--- config.mk ---
export PLATFORM = sky130hd
export DESIGN_NAME = alu_arbiter
export DESIGN_NICKNAME = d
export VERILOG_FILES = /design/src/rtl/alu_arb_pkg.sv /design/src/rtl/alu_arbiter_alu.sv /design/src/rtl/alu_arbiter.sv
export SDC_FILE = /design/constraint.sdc
export NUM_CORES = 1
export LEC_CHECK = 0
export BUFFER_PORTS_ARGS = -buffer_cell sky130_fd_sc_hd__buf_4
export CAP_MARGIN = 15
export CELL_PAD_IN_SITES_DETAIL_PLACEMENT = 1
export CELL_PAD_IN_SITES_GLOBAL_PLACEMENT = 1
export CORE_ASPECT_RATIO = 1.1
export CORE_UTILIZATION = 46
export DETAILED_ROUTE_END_ITERATION = 8
export PLACE_DENSITY_LB_ADDON = 0.12
export SYNTH_ARGS = -nofsm -noshare
export SYNTH_HDL_FRONTEND = slang
export SYNTH_SLANG_ARGS = --single-unit
export TNS_END_PERCENT = 5
--- constraint.sdc ---
create_clock -name clk -period 7.74 [get_ports clk]
set_input_delay 0 -clock clk [delete_from_list [all_inputs] [get_ports clk]]
set_output_delay 0 -clock clk [all_outputs]
set_load 0.02 [all_outputs]
--- src/rtl/alu_arb_pkg.sv ---
// Shared definitions for the two-requester ALU arbiter: widths, ALU op codes,
// flag bit positions and the arbiter FSM state type.
package alu_arb_pkg;

    localparam int DATA_W = 32;
    localparam int CTRL_W = 2;
    localparam int FLAG_W = 4;

    typedef enum logic [CTRL_W-1:0] {
        ALU_ADD = 2'b00,
        ALU_SUB = 2'b01,
        ALU_AND = 2'b10,
        ALU_OR  = 2'b11
    } alu_ctrl_e;

    localparam int FLAG_N = 3;
    localparam int FLAG_Z = 2;
    localparam int FLAG_C = 1;
    localparam int FLAG_V = 0;

    typedef enum logic [1:0] {
        S_IDLE = 2'b00,
        S_EXEC = 2'b01,
        S_RESP = 2'b10
    } state_e;

endpackage

--- src/rtl/alu_arbiter_alu.sv ---
// Purely combinational 32-bit ALU (ADD/SUB/AND/OR) producing {N,Z,C,V} flags.
// Carry is bit 32 of the 33-bit unsigned add/sub; logic ops clear C and V.
module alu_arbiter_alu
    import alu_arb_pkg::*;
(
    input  logic [DATA_W-1:0] srca,
    input  logic [DATA_W-1:0] srcb,
    input  logic [CTRL_W-1:0] ctrl,
    output logic [DATA_W-1:0] result,
    output logic [FLAG_W-1:0] flag
);

    logic signed [DATA_W-1:0] a_s;
    logic signed [DATA_W-1:0] b_s;
    logic signed [DATA_W-1:0] r_s;
    logic        [DATA_W:0]   wide;
    logic                     carry;
    logic                     ovf;

    function automatic logic add_ovf(input logic signed [DATA_W-1:0] a,
                                     input logic signed [DATA_W-1:0] b,
                                     input logic signed [DATA_W-1:0] r);
        return (a[DATA_W-1] == b[DATA_W-1]) && (r[DATA_W-1] != a[DATA_W-1]);
    endfunction

    function automatic logic sub_ovf(input logic signed [DATA_W-1:0] a,
                                     input logic signed [DATA_W-1:0] b,
                                     input logic signed [DATA_W-1:0] r);
        return (a[DATA_W-1] != b[DATA_W-1]) && (r[DATA_W-1] != a[DATA_W-1]);
    endfunction

    function automatic logic [FLAG_W-1:0] pack_flags(input logic [DATA_W-1:0] r,
                                                     input logic c,
                                                     input logic v);
        logic [FLAG_W-1:0] f;
        f         = '0;
        f[FLAG_N] = r[DATA_W-1];
        f[FLAG_Z] = (r == '0);
        f[FLAG_C] = c;
        f[FLAG_V] = v;
        return f;
    endfunction

    always_comb begin
        a_s   = $signed(srca);
        b_s   = $signed(srcb);
        wide  = '0;
        r_s   = '0;
        carry = 1'b0;
        ovf   = 1'b0;
        case (ctrl)
            ALU_ADD: begin
                wide  = {1'b0, srca} + {1'b0, srcb};
                r_s   = $signed(wide[DATA_W-1:0]);
                carry = wide[DATA_W];
                ovf   = add_ovf(a_s, b_s, r_s);
            end
            ALU_SUB: begin
                // C is the raw bit 32, i.e. a borrow indicator (set when srca < srcb)
                wide  = {1'b0, srca} - {1'b0, srcb};
                r_s   = $signed(wide[DATA_W-1:0]);
                carry = wide[DATA_W];
                ovf   = sub_ovf(a_s, b_s, r_s);
            end
            ALU_AND: r_s = a_s & b_s;
            ALU_OR:  r_s = a_s | b_s;
            default: r_s = '0;
        endcase
        result = $unsigned(r_s);
        flag   = pack_flags($unsigned(r_s), carry, ovf);
    end

endmodule

--- src/rtl/alu_arbiter.sv ---
// Two-requester round-robin front end sharing one ALU; one op in flight (IDLE->EXEC->RESP).
// Optional sticky flag register enabled by defining ALU_ARB_FLAGREG_EN.
module alu_arbiter
    import alu_arb_pkg::*;
(
    input  logic        clk,
    input  logic        reset,
    input  logic        req0_valid,
    output logic        req0_ready,
    input  logic [31:0] req0_srca,
    input  logic [31:0] req0_srcb,
    input  logic [1:0]  req0_ctrl,
    input  logic        req1_valid,
    output logic        req1_ready,
    input  logic [31:0] req1_srca,
    input  logic [31:0] req1_srcb,
    input  logic [1:0]  req1_ctrl,
    output logic        rsp_valid,
    input  logic        rsp_ready,
    output logic        rsp_id,
    output logic [31:0] rsp_result,
    output logic [3:0]  rsp_flag,
    output logic [3:0]  flags_q
);

    state_e             state;
    state_e             state_nxt;
    logic               last_grant;
    logic               grant_vld;
    logic               grant_id;
    logic               vld_p0;
    logic               vld_p1;

    logic [DATA_W-1:0]  srca_p0;
    logic [DATA_W-1:0]  srcb_p0;
    logic [CTRL_W-1:0]  ctrl_p0;
    logic               id_p0;

    logic [DATA_W-1:0]  alu_result;
    logic [FLAG_W-1:0]  alu_flag;

    always_ff @(posedge clk) begin
        if (reset) state <= S_IDLE;
        else       state <= state_nxt;
    end

    always_comb begin
        state_nxt = state;
        case (state)
            S_IDLE:  if (grant_vld) state_nxt = S_EXEC;
            S_EXEC:  state_nxt = S_RESP;
            S_RESP:  if (rsp_ready) state_nxt = S_IDLE;
            default: state_nxt = S_IDLE;
        endcase
    end

    // Grant only in IDLE; on a tie the requester that was not served last wins.
    always_comb begin
        grant_vld = 1'b0;
        grant_id  = 1'b0;
        if (state == S_IDLE) begin
            if (req0_valid && req1_valid) begin
                grant_vld = 1'b1;
                grant_id  = ~last_grant;
            end else if (req0_valid) begin
                grant_vld = 1'b1;
                grant_id  = 1'b0;
            end else if (req1_valid) begin
                grant_vld = 1'b1;
                grant_id  = 1'b1;
            end
        end
        req0_ready = grant_vld && !grant_id;
        req1_ready = grant_vld &&  grant_id;
        vld_p0     = (state == S_EXEC);
        vld_p1     = (state == S_RESP);
    end

    always_ff @(posedge clk) begin
        if (reset)          last_grant <= 1'b1;
        else if (grant_vld) last_grant <= grant_id;
    end

    // ---- stage p0: operands captured on the request handshake ----
    always_ff @(posedge clk) begin
        if (grant_vld) begin
            srca_p0 <= grant_id ? req1_srca : req0_srca;
            srcb_p0 <= grant_id ? req1_srcb : req0_srcb;
            ctrl_p0 <= grant_id ? req1_ctrl : req0_ctrl;
            id_p0   <= grant_id;
        end
    end

    alu_arbiter_alu u_alu (
        .srca   (srca_p0),
        .srcb   (srcb_p0),
        .ctrl   (ctrl_p0),
        .result (alu_result),
        .flag   (alu_flag)
    );

    // ---- stage p1: response registers, loaded only at the end of EXEC ----
    always_ff @(posedge clk) begin
        if (reset) begin
            rsp_id     <= 1'b0;
            rsp_result <= '0;
            rsp_flag   <= '0;
        end else if (vld_p0) begin
            rsp_id     <= id_p0;
            rsp_result <= alu_result;
            rsp_flag   <= alu_flag;
        end
    end

    assign rsp_valid = vld_p1;

`ifdef ALU_ARB_FLAGREG_EN
    always_ff @(posedge clk) begin
        if (reset)                       flags_q <= '0;
        else if (rsp_valid && rsp_ready) flags_q <= rsp_flag;
    end
`else
    assign flags_q = '0;
`endif

endmodule

==> results of run 1 <==
==> area by class of cell <==
cell class,count,area (um2)
fill,2277,7450
multi-input combinational,839,5970
sequential,106,2790
timing repair buffer,318,2720
inverter,102,383
tap,252,315
clock buffer,10,250
clock inverter,6,45.0
antenna,1,2.50
==> synthesized netlist by cell type, types with 15 or more instances <==
| master | n | area (um2) |
|---|---|---|
| inv_1 | 98 | 368 |
| ha_1 | 96 | 1200 |
| nor2_1 | 93 | 349 |
| a21oi_1 | 90 | 450 |
| nand2_1 | 83 | 312 |
| mux2_2 | 68 | 766 |
| edfxtp_1 | 67 | 2010 |
| o21ai_0 | 59 | 295 |
| clkbuf_1 | 42 | 158 |
| dfxtp_1 | 39 | 781 |
| nor3_1 | 39 | 195 |
| a211oi_1 | 29 | 218 |
| nand3_1 | 23 | 115 |
| xnor2_1 | 23 | 201 |
| o211ai_1 | 21 | 158 |
| buf_1 | 15 | 56.3 |
==> critical path: stages (launching register included) <==
cell	delay, ps
edfxtp_1	400
inv_1	60
ha_1	440
inv_1	250
a2111oi_0	210
a2111oi_0	870
nor2_1	140
a21oi_1	290
xnor2_1	160
a221oi_1	120
or4b_2	710
nor4_1	280
o2111ai_1	150
o21ai_1	140
==> per-layer routing <==
metal	wire length (um)	global-route usage	vias up	share of wire
met5	0	0	-	0
met2	19000	0.644	458	0.49
li1	-	-	4536	-
met4	1400	0.168	0	0.036
met3	2530	0.0542	104	0.065
met1	15700	0.447	4895	0.41
==> state kept, by name, summed over array words and instances, names as in the netlist <==
name,flops
srcb_p0,32
rsp_flag,3
srca_p0,32
rsp_result,32
rsp_id,1
ctrl_p0,2
state,2
id_p0,1
last_grant,1
==> power by group <==
| group | switching, uW | total [uW] | leakage (uW) | internal [uW] |
|---|---|---|---|---|
| Sequential | 52.0 | 736 | 0.000975 | 684 |
| Clock | 261 | 505 | 0.000152 | 243 |
| Combinational | 821 | 1330 | 0.00419 | 509 |
| Total | 1130 | 2570 | 0.00532 | 1440 |
==> cell families (layout without fill, tap and decap cells) <==
logic type	count (synthesis)	in the layout	synth area share
adder cells (fa/ha/maj)	98	98	0.132
multiplexers	79	79	0.0943
AND/OR/NAND/NOR	319	319	0.160
buffers and inverters	170	436	0.0717
AO/OA/AOI/OAI	315	315	0.223
flip-flops	106	106	0.296
XOR/XNOR	24	24	0.0223
other	1	5	0.000398
==> per-stage QoR <==
| stage | power (uW) | std cells | cell area (um2) |
|---|---|---|---|
| after floorplan | 1540 | 1115 | 9430 |
| after detailed placement | 1930 | 1484 | 10800 |
| after CTS | 2490 | 1633 | 12500 |
| final | 2570 | 1634 | 12500 |
| after global placement | 1900 | 1484 | 10800 |
| after global routing | 2690 | 1634 | 12500 |
==> final timing paths <==
kind | start | slack, ps | depth (start not counted) | endpoint
min | reset | 60 | 2 | rsp_result[30]
max | srca_p0[17] | 3450 | 13 | rsp_flag[2]
max reg2reg | srca_p0[17] | 3450 | 13 | rsp_flag[2]
min reg2reg | rsp_result[19] | 460 | 2 | rsp_result[19]
==> what timing repair did <==
| action | in CTS | in global routing |
|---|---|---|
| hold buffers | 133 | 0 |
| hold endpoints to repair | 67 | 0 |
| setup buffers | 0 | 0 |
==> metrics.csv, run 1 <==
stage;metric;value;unit
status;outcome;complete, but fails checks;
status;violated checks;design-rule violations;
routing;initial drt markers;851;
cts;clock-pin slew on the worst setup and hold paths;90;ps
final_layout;fraction of layout cells with a size suffix above 1;0.211;
timing;Slew @ Worst Pin;952;ps
routing;Vias/cell;6.12;
cts;root buffer cell;clkbuf_16;
timing;RSZ-0062 raised after global routing;no;
power;Worst VDD drop;0.112;mV
floorplan;die width;138;um
worst_hold_path;Worst Hold Class;in -> reg;
cts;H-tree depth;3;
synthesis;Cells after Synth;1112;
final_layout;Area Overhead vs Synth;32.4;%
synthesis;Warnings, synthesis;0;
power;P_leak;0.00532;uW
cts;clock sinks;106;
synthesis;syn avg cell area;8.47;um2
grt;GRT Util Overall;0.369;
power;pwr/cell area;206;mW/mm2
routing;routed length per placed instance;23.6;um
floorplan;Die H;152;um
final_layout;final core utilization;0.626;
floorplan;Core ar.;0.0199;mm2
timing;post-route minimum period;4290;ps
critical_path;CP endpoint kind;register;
cts;clk_lat worst skew;380;ps
synthesis;Seq/Total Area, Yosys;0.296;
synthesis;flops & latches, synth;106;
placed_design;post-DP HPWL;24700;um
synthesis;Synth Flop Type;edfxtp_1;
floorplan;IO Pins;181;
placed_design;port bufs;176;
timing;setup TNS;0;ps
floorplan;Starting Density;0.473;
routing;Pre-antenna DRT Iters;8;
cts;TritonCTS Buffers;9;
job;max-cap violation count;0;
routing;Via Count;9993;
synthesis;post-synthesis cell type count;75;
grt;vias in the first global route;10800;
critical_path;Setup Crit Path Kind;reg -> reg;
routing;Post-route DRC;25;
timing;worst rel slew slack;0.349;
timing;Hold Slack;60.8;ps
critical_path;Critical Path RT;8050;ps
grt;initial antenna violation count;1;
placed_design;RD Place Congestion;0.950;
final_layout;Layout Nets;1611;
cts;post-cts gate resize count;0;
synthesis;Post-synth ARST share;0;
routing;final WL;38600;um
critical_path;Setup crit start kind;register;
grt;total grt overflow;0;
final_layout;commonest non-fill, non-tap cell in the layout;buf_4;
critical_path;worst-path fanout max;10;
final_layout;commonest non-fill, non-tap cells in the layout;buf_4 (185), dlygate4sd3_1 (133), inv_1 (97), ha_1 (96), nor2_1 (93);
cts;Bufs on Longest Clock Path;2;
synthesis;Post-synth EDFFs;67;
timing;Max Fclk;233;MHz
timing;final setup skew;15.9;ps
floorplan;cell row count;54;
timing;final slew viol count;0;
grt;first-pass GRT wire length;60400;um
timing;final hold violation count;0;
cts;CTS tree;done;
timing;final setup violation count;0;
critical_path;critical path arrival;4610;ps
routing;antenna viol nets, final;0;
timing;final period utilization;0.555;
placed_design;Place WS;3600;ps
timing;final setup margin;3450;ps
grt;largest net degree at the start of global routing;67;
synthesis;synthesized area;0.00942;mm2
floorplan;Die ar.;0.0211;mm2
Power figures use the tool's default switching activity.
==> run 2, diff against run 1 <==
--- a/config.mk
+++ b/config.mk
@@ -10,7 +10,7 @@
 export CELL_PAD_IN_SITES_DETAIL_PLACEMENT = 1
 export CELL_PAD_IN_SITES_GLOBAL_PLACEMENT = 1
 export CORE_ASPECT_RATIO = 1.1
-export CORE_UTILIZATION = 46
+export CORE_UTILIZATION = 43
 export DETAILED_ROUTE_END_ITERATION = 8
 export PLACE_DENSITY_LB_ADDON = 0.12
 export SYNTH_ARGS = -nofsm -noshare
==> constraint.sdc (replaced) <==
create_clock -name clk -period 4.35 [get_ports clk]
set_input_delay 0 -clock clk [delete_from_list [all_inputs] [get_ports clk]]
set_output_delay 0 -clock clk [all_outputs]
set_load 0.02 [all_outputs]
==> run 2 against run 1 <==
Effect of this change:
- the run now ends clean
- cell count is 3.5% higher
- critical path depth grew 1
- maximum frequency increased by 4.9%
- sequential power increased by 78%
- die area increased by 6.9%
- largest cell class unchanged
- clock skew is 2.5 ps lower
==> metrics.csv, run 2 (synthesis gave the netlist of run 1 again) <==
stage;metric;value;unit;change
status;outcome;completed;;
floorplan;IO Pins;181;;unchanged
critical_path;R2R Setup Slk;260;ps;-3190 ps
floorplan;cell row count;56;;+3.7%
critical_path;Buf+Inv Stages, Crit Path;2;;unchanged
placed_design;port bufs;176;;unchanged
cts;root buffer cell;clkbuf_16;;
timing;Max Fclk;244;MHz;+4.9%
cts;CTS tree;done;;
power;pwr/cell area;359;mW/mm2;+74%
final_layout;Register Area;0.00279;mm2;unchanged
timing;final setup skew;13.4;ps;-2.51 ps
power;combinational fraction of design power;0.515;;-0.002
final_layout;commonest non-fill, non-tap cell in the layout;buf_4;;
cts;Bufs on Longest Clock Path;2;;unchanged
routing;Pre-antenna DRT Iters;5;;-3
power;Worst VDD drop;0.184;mV;+64%
power;Psw;1920;uW;+69%
final_layout;Multi-input gate area;0.00599;mm2;+0.34%
power;Sequential Power Share;0.287;;about the same
power;Sw Ratio;0.419;;-0.0216
routing;Post-route DRC;0;;-100%
routing;routed length per placed instance;20.8;um;-12%
cts;clk_lat worst skew;360;ps;-20 ps
final_layout;Area Overhead vs Synth;35.0;%;
final_layout;biggest regs;rsp_result x32, srca_p0 x32, srcb_p0 x32;;
grt;initial antenna violation count;1;;unchanged
worst_hold_path;hold_sp;reset;;
timing;post-route minimum period;4090;ps;-202 ps
worst_hold_path;Worst Hold Class;in -> reg;;
floorplan;Starting Density;0.441;;-0.0318
critical_path;Setup crit start kind;register;;
routing;final WL;35300;um;-8.7%
critical_path;R2R cell count;14;;+1
critical_path;Setup Crit Path Kind;reg -> reg;;
final_layout;commonest non-fill, non-tap cells in the layout;buf_4 (205), dlygate4sd3_1 (133), inv_1 (97), ha_1 (96), nor2_1 (93);;
timing;Slew @ Worst Pin;1010;ps;+61.2 ps
final_layout;Fill cells;2526;;+11%
grt;first-pass GRT wire length;54500;um;-9.9%
final_layout;Final Non-Filler Cells;1692;;+3.5%
timing;setup TNS;0;ps;unchanged
timing;final setup violation count;0;;unchanged
placed_design;RD Place Congestion;0.981;;+3.2%
timing;worst rel slew slack;0.325;;-0.0244
worst_hold_path;Hold Path Sink;rsp_result[24];;
critical_path;worst-path fanout max;6;;-4
floorplan;Die H;157;um;+3.4%
timing;final period utilization;0.940;;+0.386
final_layout;Layout Nets;1631;;+1.2%
final_layout;fraction of layout cells with a size suffix above 1;0.224;;+0.0127
placed_design;post-DP HPWL;24800;um;+0.37%
critical_path;critical path arrival;4380;ps;-230 ps
timing;RSZ-0062 raised after global routing;no;;
cts;setup bufs post-CTS;0;;unchanged
critical_path;Top cell by count, worst path;nor2_1;;
routing;Vias/cell;5.71;;-6.6%
cts;clock-pin slew on the worst setup and hold paths;80;ps;about the same
job;max-cap violation count;0;;unchanged
timing;final hold violation count;0;;unchanged
power;P_leak;0.00542;uW;+1.9%
critical_path;CP endpoint kind;register;;
cts;H-tree depth;3;;unchanged
routing;antenna viol nets, final;0;;unchanged
floorplan;Die ar.;0.0225;mm2;+6.9%
power;P_int;2650;uW;+84%
worst_hold_path;Worst Hold Depth;2;;unchanged
power;Clk pwr share;0.198;;+0.002
placed_design;# placed instances;1542;;+3.9%
routing;initial drt markers;546;;-36%
grt;total grt overflow;0;;unchanged
routing;Via Count;9664;;-3.3%
timing;final slew viol count;0;;unchanged
critical_path;reg-to-reg endpoint;rsp_flag[2];;
floorplan;Core ar.;0.0214;mm2;+7.2%
critical_path;slowest stage delay, CP;710;ps;-160 ps
critical_path;crit path cell chain;inv_1 -> ha_1 -> buf_4 -> nor2_1 -> o31ai_1 -> a2111oi_0 -> nor2_1 -> a21oi_1 -> xnor2_1 -> a221oi_1 -> or4b_2 -> nor4_1 -> o2111ai_1 -> o21ai_1;;
cts;clock sinks;106;;unchanged
critical_path;Worst path top cell family by delay;compound AO/OA/AOI/OAI gates;;
grt;GRT Util Overall;0.316;;-0.0528
critical_path;r2r startpoint;srca_p0[17];;
critical_path;highest-delay cell along the critical path;or4b_2;;
grt;largest net degree at the start of global routing;69;;+3.0%
grt;vias in the first global route;10000;;-6.7%
floorplan;die width;143;um;+3.4%
critical_path;Critical Path RT;4640;ps;-3410 ps
cts;TritonCTS Buffers;9;;unchanged
run 2: cell types whose count changed in the layout (fill, tap and decap cells not counted), moves of 2 or more:
cell	previous run	this run
inv_8	2	0
inv_4	2	0
a2111oi_0	6	3
a2111oi_1	0	2
buf_4	185	205
inv_6	0	2
run 2: area by class of cell:
class,count,area share
clock buffers,13,0.0230
flip-flops and latches,106,0.220
inverters,102,0.0301
clock inverters,3,0.00177
repair buffers,338,0.226
diodes,1,0.000197
well taps,290,0.0285
multi-input cells,839,0.471
run 2: metrics by stage:
step | hold WS (ps) | setup WS [ps] | instance area [um2] | power, uW | util
2_1_floorplan | 182 | 790 | 9430 | 2740 | -
3_3_place_gp | 281 | 315 | 11000 | 3420 | 0.517
3_5_place_dp | 272 | 258 | 11000 | 3470 | 0.517
4_1_cts | 47.7 | 219 | 12700 | 4500 | 0.594
5_1_grt | 61.8 | 34.3 | 12700 | 4820 | 0.595
6_report | 58.2 | 259 | 12700 | 4570 | 0.595
run 2: worst max-delay path by stage:
stage | from | endpoint | slack, ps | cells after the start
final | srca_p0[17] | rsp_flag[2] | 260 | 14
after floorplan | srca_p0[0] | rsp_flag[2] | 790 | 13
after CTS | srca_p0[0] | rsp_flag[2] | 220 | 15
after global placement | srca_p0[1] | rsp_flag[2] | 320 | 13
after global routing | srca_p0[0] | rsp_flag[2] | 30 | 15
after detailed placement | srca_p0[0] | rsp_flag[2] | 260 | 15
run 2: per-layer routing:
metal  vias up  wire [um]  GRT usage
li1       4575          -          -
met1      4705      14900      0.386
met2       315      17400      0.557
met3        69       2000     0.0465
met4         0       1020      0.119
met5         -          0          0
run 2: what timing repair did:
item	4_1_cts	5_1_grt
hold buffers	133	0
resized for setup	0	6
setup endpoints to repair	0	1
endpoints found under the hold margin	67	0
run 2: power groups by stage:
stage          combinational [uW]  clock [uW]  sequential [uW]
6_report                     2350         905             1310
5_1_grt                      2540         954             1330
4_1_cts                      2280         907             1310
3_5_place_dp                 2140           0             1330
3_3_place_gp                 2100           0             1320
2_1_floorplan                1390           0             1350
==> run 3, diff against run 2 <==
--- a/config.mk
+++ b/config.mk
@@ -7,11 +7,13 @@
 export LEC_CHECK = 0
 export BUFFER_PORTS_ARGS = -buffer_cell sky130_fd_sc_hd__buf_4
 export CAP_MARGIN = 15
-export CELL_PAD_IN_SITES_DETAIL_PLACEMENT = 1
+export CELL_PAD_IN_SITES_DETAIL_PLACEMENT = 0
 export CELL_PAD_IN_SITES_GLOBAL_PLACEMENT = 1
 export CORE_ASPECT_RATIO = 1.1
+export CORE_MARGIN = 5
 export CORE_UTILIZATION = 43
 export DETAILED_ROUTE_END_ITERATION = 8
+export GPL_ROUTABILITY_DRIVEN = 0
 export PLACE_DENSITY_LB_ADDON = 0.12
 export SYNTH_ARGS = -nofsm -noshare
 export SYNTH_HDL_FRONTEND = slang
==> run 3 against run 2 <==
Effect of this change:
- clock skew is 6.7 ps lower
- combinational power fell by 5%
- clock power fell by 8.4%
- cell count decreased by 0.59%
- critical path depth is the same
- critical path type unchanged
==> metrics.csv, run 3 (synthesis gave the netlist of run 1 again) <==
stage;metric;value;unit;change
floorplan;Die H;165;um;+5.1%
cts;clock-pin slew on the worst setup and hold paths;80;ps;about the same
critical_path;crit path cell chain;ha_1 -> inv_1 -> fa_1 -> nor2b_1 -> o221ai_1 -> a211oi_1 -> a211oi_1 -> o21bai_1 -> mux2_2 -> o211ai_1 -> or4b_2 -> nor4_1 -> o2111ai_1 -> o21ai_1;;
cts;clk_lat worst skew;360;ps;about the same
floorplan;Die ar.;0.0250;mm2;+11%
power;Worst VDD drop;0.207;mV;+13%
critical_path;CP endpoint kind;register;;
worst_hold_path;hold_sp;req1_valid;;
critical_path;Setup crit start;srcb_p0[0];;
critical_path;Top cell by count, worst path;a211oi_1;;
cts;CTS tree;done;;
grt;initial antenna violation count;0;;-1
cts;clock sinks;106;;unchanged
timing;final setup violation count;0;;unchanged
critical_path;worst-path fanout max;3;;-3
timing;final hold violation count;0;;unchanged
power;Clk pwr share;0.190;;-0.008
critical_path;critical path arrival;4380;ps;about the same
placed_design;port bufs;176;;unchanged
routing;Via Count;9374;;-3.0%
floorplan;IO Pins;181;;unchanged
timing;final period utilization;0.940;;about the same
routing;routed length per placed instance;18.0;um;-13%
critical_path;Setup crit start kind;register;;
final_layout;fraction of layout cells with a size suffix above 1;0.219;;-0.00502
critical_path;highest-delay cell along the critical path;or4b_2;;
worst_hold_path;Worst Hold Class;in -> reg;;
floorplan;Starting Density;0.439;;-0.00144
routing;Post-route DRC;0;;unchanged
timing;post-route minimum period;4090;ps;-1.83 ps
cts;H-tree depth;3;;unchanged
power;combinational fraction of design power;0.512;;-0.003
critical_path;Setup Crit Path Kind;reg -> reg;;
timing;final setup margin;261;ps;+1.83 ps
routing;initial drt markers;702;;+29%
grt;GRT Util Overall;0.240;;-0.0764
power;Tot Pwr;4370;uW;-4.3%
final_layout;Layout Nets;1622;;-0.55%
routing;Pre-antenna DRT Iters;5;;unchanged
power;Sequential Power Share;0.298;;+0.011
routing;final WL;30300;um;-14%
grt;largest net degree at the start of global routing;69;;unchanged
final_layout;Area Overhead vs Synth;33.9;%;
power;P_int;2550;uW;-4.0%
status;outcome;completed;;
power;P_leak;0.00536;uW;-1.1%
critical_path;R2R Setup Slk;260;ps;about the same
cts;root buffer cell;clkbuf_16;;
final_layout;antenna fix cells;0;;-1
floorplan;cell row count;56;;unchanged
power;Psw;1830;uW;-4.7%
cts;Bufs on Longest Clock Path;2;;unchanged
floorplan;Core ar.;0.0214;mm2;+0.33%
final_layout;commonest non-fill, non-tap cell in the layout;buf_4;;
final_layout;biggest regs;rsp_result x32, srca_p0 x32, srcb_p0 x32;;
placed_design;Place WS;316;ps;+58.1 ps
grt;first-pass GRT wire length;47600;um;-13%
critical_path;Critical Path RT;4650;ps;about the same
timing;final slew viol count;0;;unchanged
timing;Max Fclk;245;MHz;about the same
routing;Vias/cell;5.57;;-2.4%
critical_path;slowest stage delay, CP;630;ps;-80 ps
critical_path;Buf+Inv Stages, Crit Path;1;;-1
timing;setup TNS;0;ps;unchanged
timing;Slew @ Worst Pin;930;ps;-82.7 ps
grt;total grt overflow;0;;unchanged
timing;worst rel slew slack;0.380;;+0.0551
final_layout;commonest non-fill, non-tap cells in the layout;buf_4 (196), dlygate4sd3_1 (133), inv_1 (97), ha_1 (96), nor2_1 (93);;
power;pwr/cell area;347;mW/mm2;-3.5%
routing;antenna viol nets, final;0;;unchanged
floorplan;die width;151;um;+5.6%
placed_design;post-DP HPWL;22100;um;-11%
power;Sw Ratio;0.418;;-0.00185
cts;TritonCTS Buffers;9;;unchanged
timing;RSZ-0062 raised after global routing;no;;
critical_path;r2r startpoint;srcb_p0[0];;
job;max-cap violation count;0;;unchanged
critical_path;Worst path top cell family by delay;compound AO/OA/AOI/OAI gates;;
grt;vias in the first global route;9096;;-9.4%
final_layout;final core utilization;0.588;;-0.00679
timing;final setup skew;6.70;ps;-6.71 ps
final_layout;Fill cells;2019;;-20%
==> run 3: worst register-to-register path, delay by kind of cell, from the launching register on <==
kind	cells	cell delay, ps
AOI/OAI and AO/OA	7	1580
adders and majority gates	2	410
buffers and inverters	1	80
DFF	1	420
muxes	1	360
and+or+nand+nor	3	1190
==> run 3: power groups by stage <==
stage / registers, uW / logic (uW) / clock network, uW
after floorplan: 1350 / 1390 / 0
after global placement: 1320 / 2070 / 0
after detailed placement: 1330 / 2060 / 0
after CTS: 1300 / 2200 / 849
after global routing: 1320 / 2450 / 883
final: 1300 / 2240 / 829
==> run 3: repair_timing <==
action / 4_1_cts / 5_1_grt
hold buffers: 133 / 0
hold endpoints to repair: 67 / 0
resized for setup: 0 / 5
setup endpoints to repair: 0 / 1
setup buffers: 0 / 0
==> run 3: worst paths after layout <==
path,depth (start not counted),to
worst max-delay path,14,rsp_flag[2]
worst min-delay path,3,state[0]
worst max register to register,14,rsp_flag[2]
worst min register to register,2,rsp_result[1]
==> run 3: layout make-up <==
cell class / count / area (um2) / share of cell area
clock buffers: 9 / 225 / 0.0179
well taps: 290 / 363 / 0.0288
clock inverters: 7 / 61.3 / 0.00486
multi-input cells: 839 / 5980 / 0.474
repair buffers: 329 / 2800 / 0.222
flip-flops and latches: 106 / 2790 / 0.221
inverters: 102 / 383 / 0.0304
==> run 3: metrics by stage <==
step / area (um2) / instances / hold slack, ps
6_report: 12600 / 1682 / 36.6
5_1_grt: 12600 / 1682 / 62.0
4_1_cts: 12600 / 1682 / 37.5
3_5_place_dp: 11000 / 1533 / 277
3_3_place_gp: 11000 / 1533 / 277
2_1_floorplan: 9430 / 1115 / 182
==> run 3: layer usage <==
metal / vias up / track usage / wire length, um
li1: 4562 / - / -
met1: 4375 / 0.326 / 13100
met2: 376 / 0.403 / 14400
met3: 61 / 0.0303 / 2140
met4: 0 / 0.0622 / 654
met5: - / 0 / 0
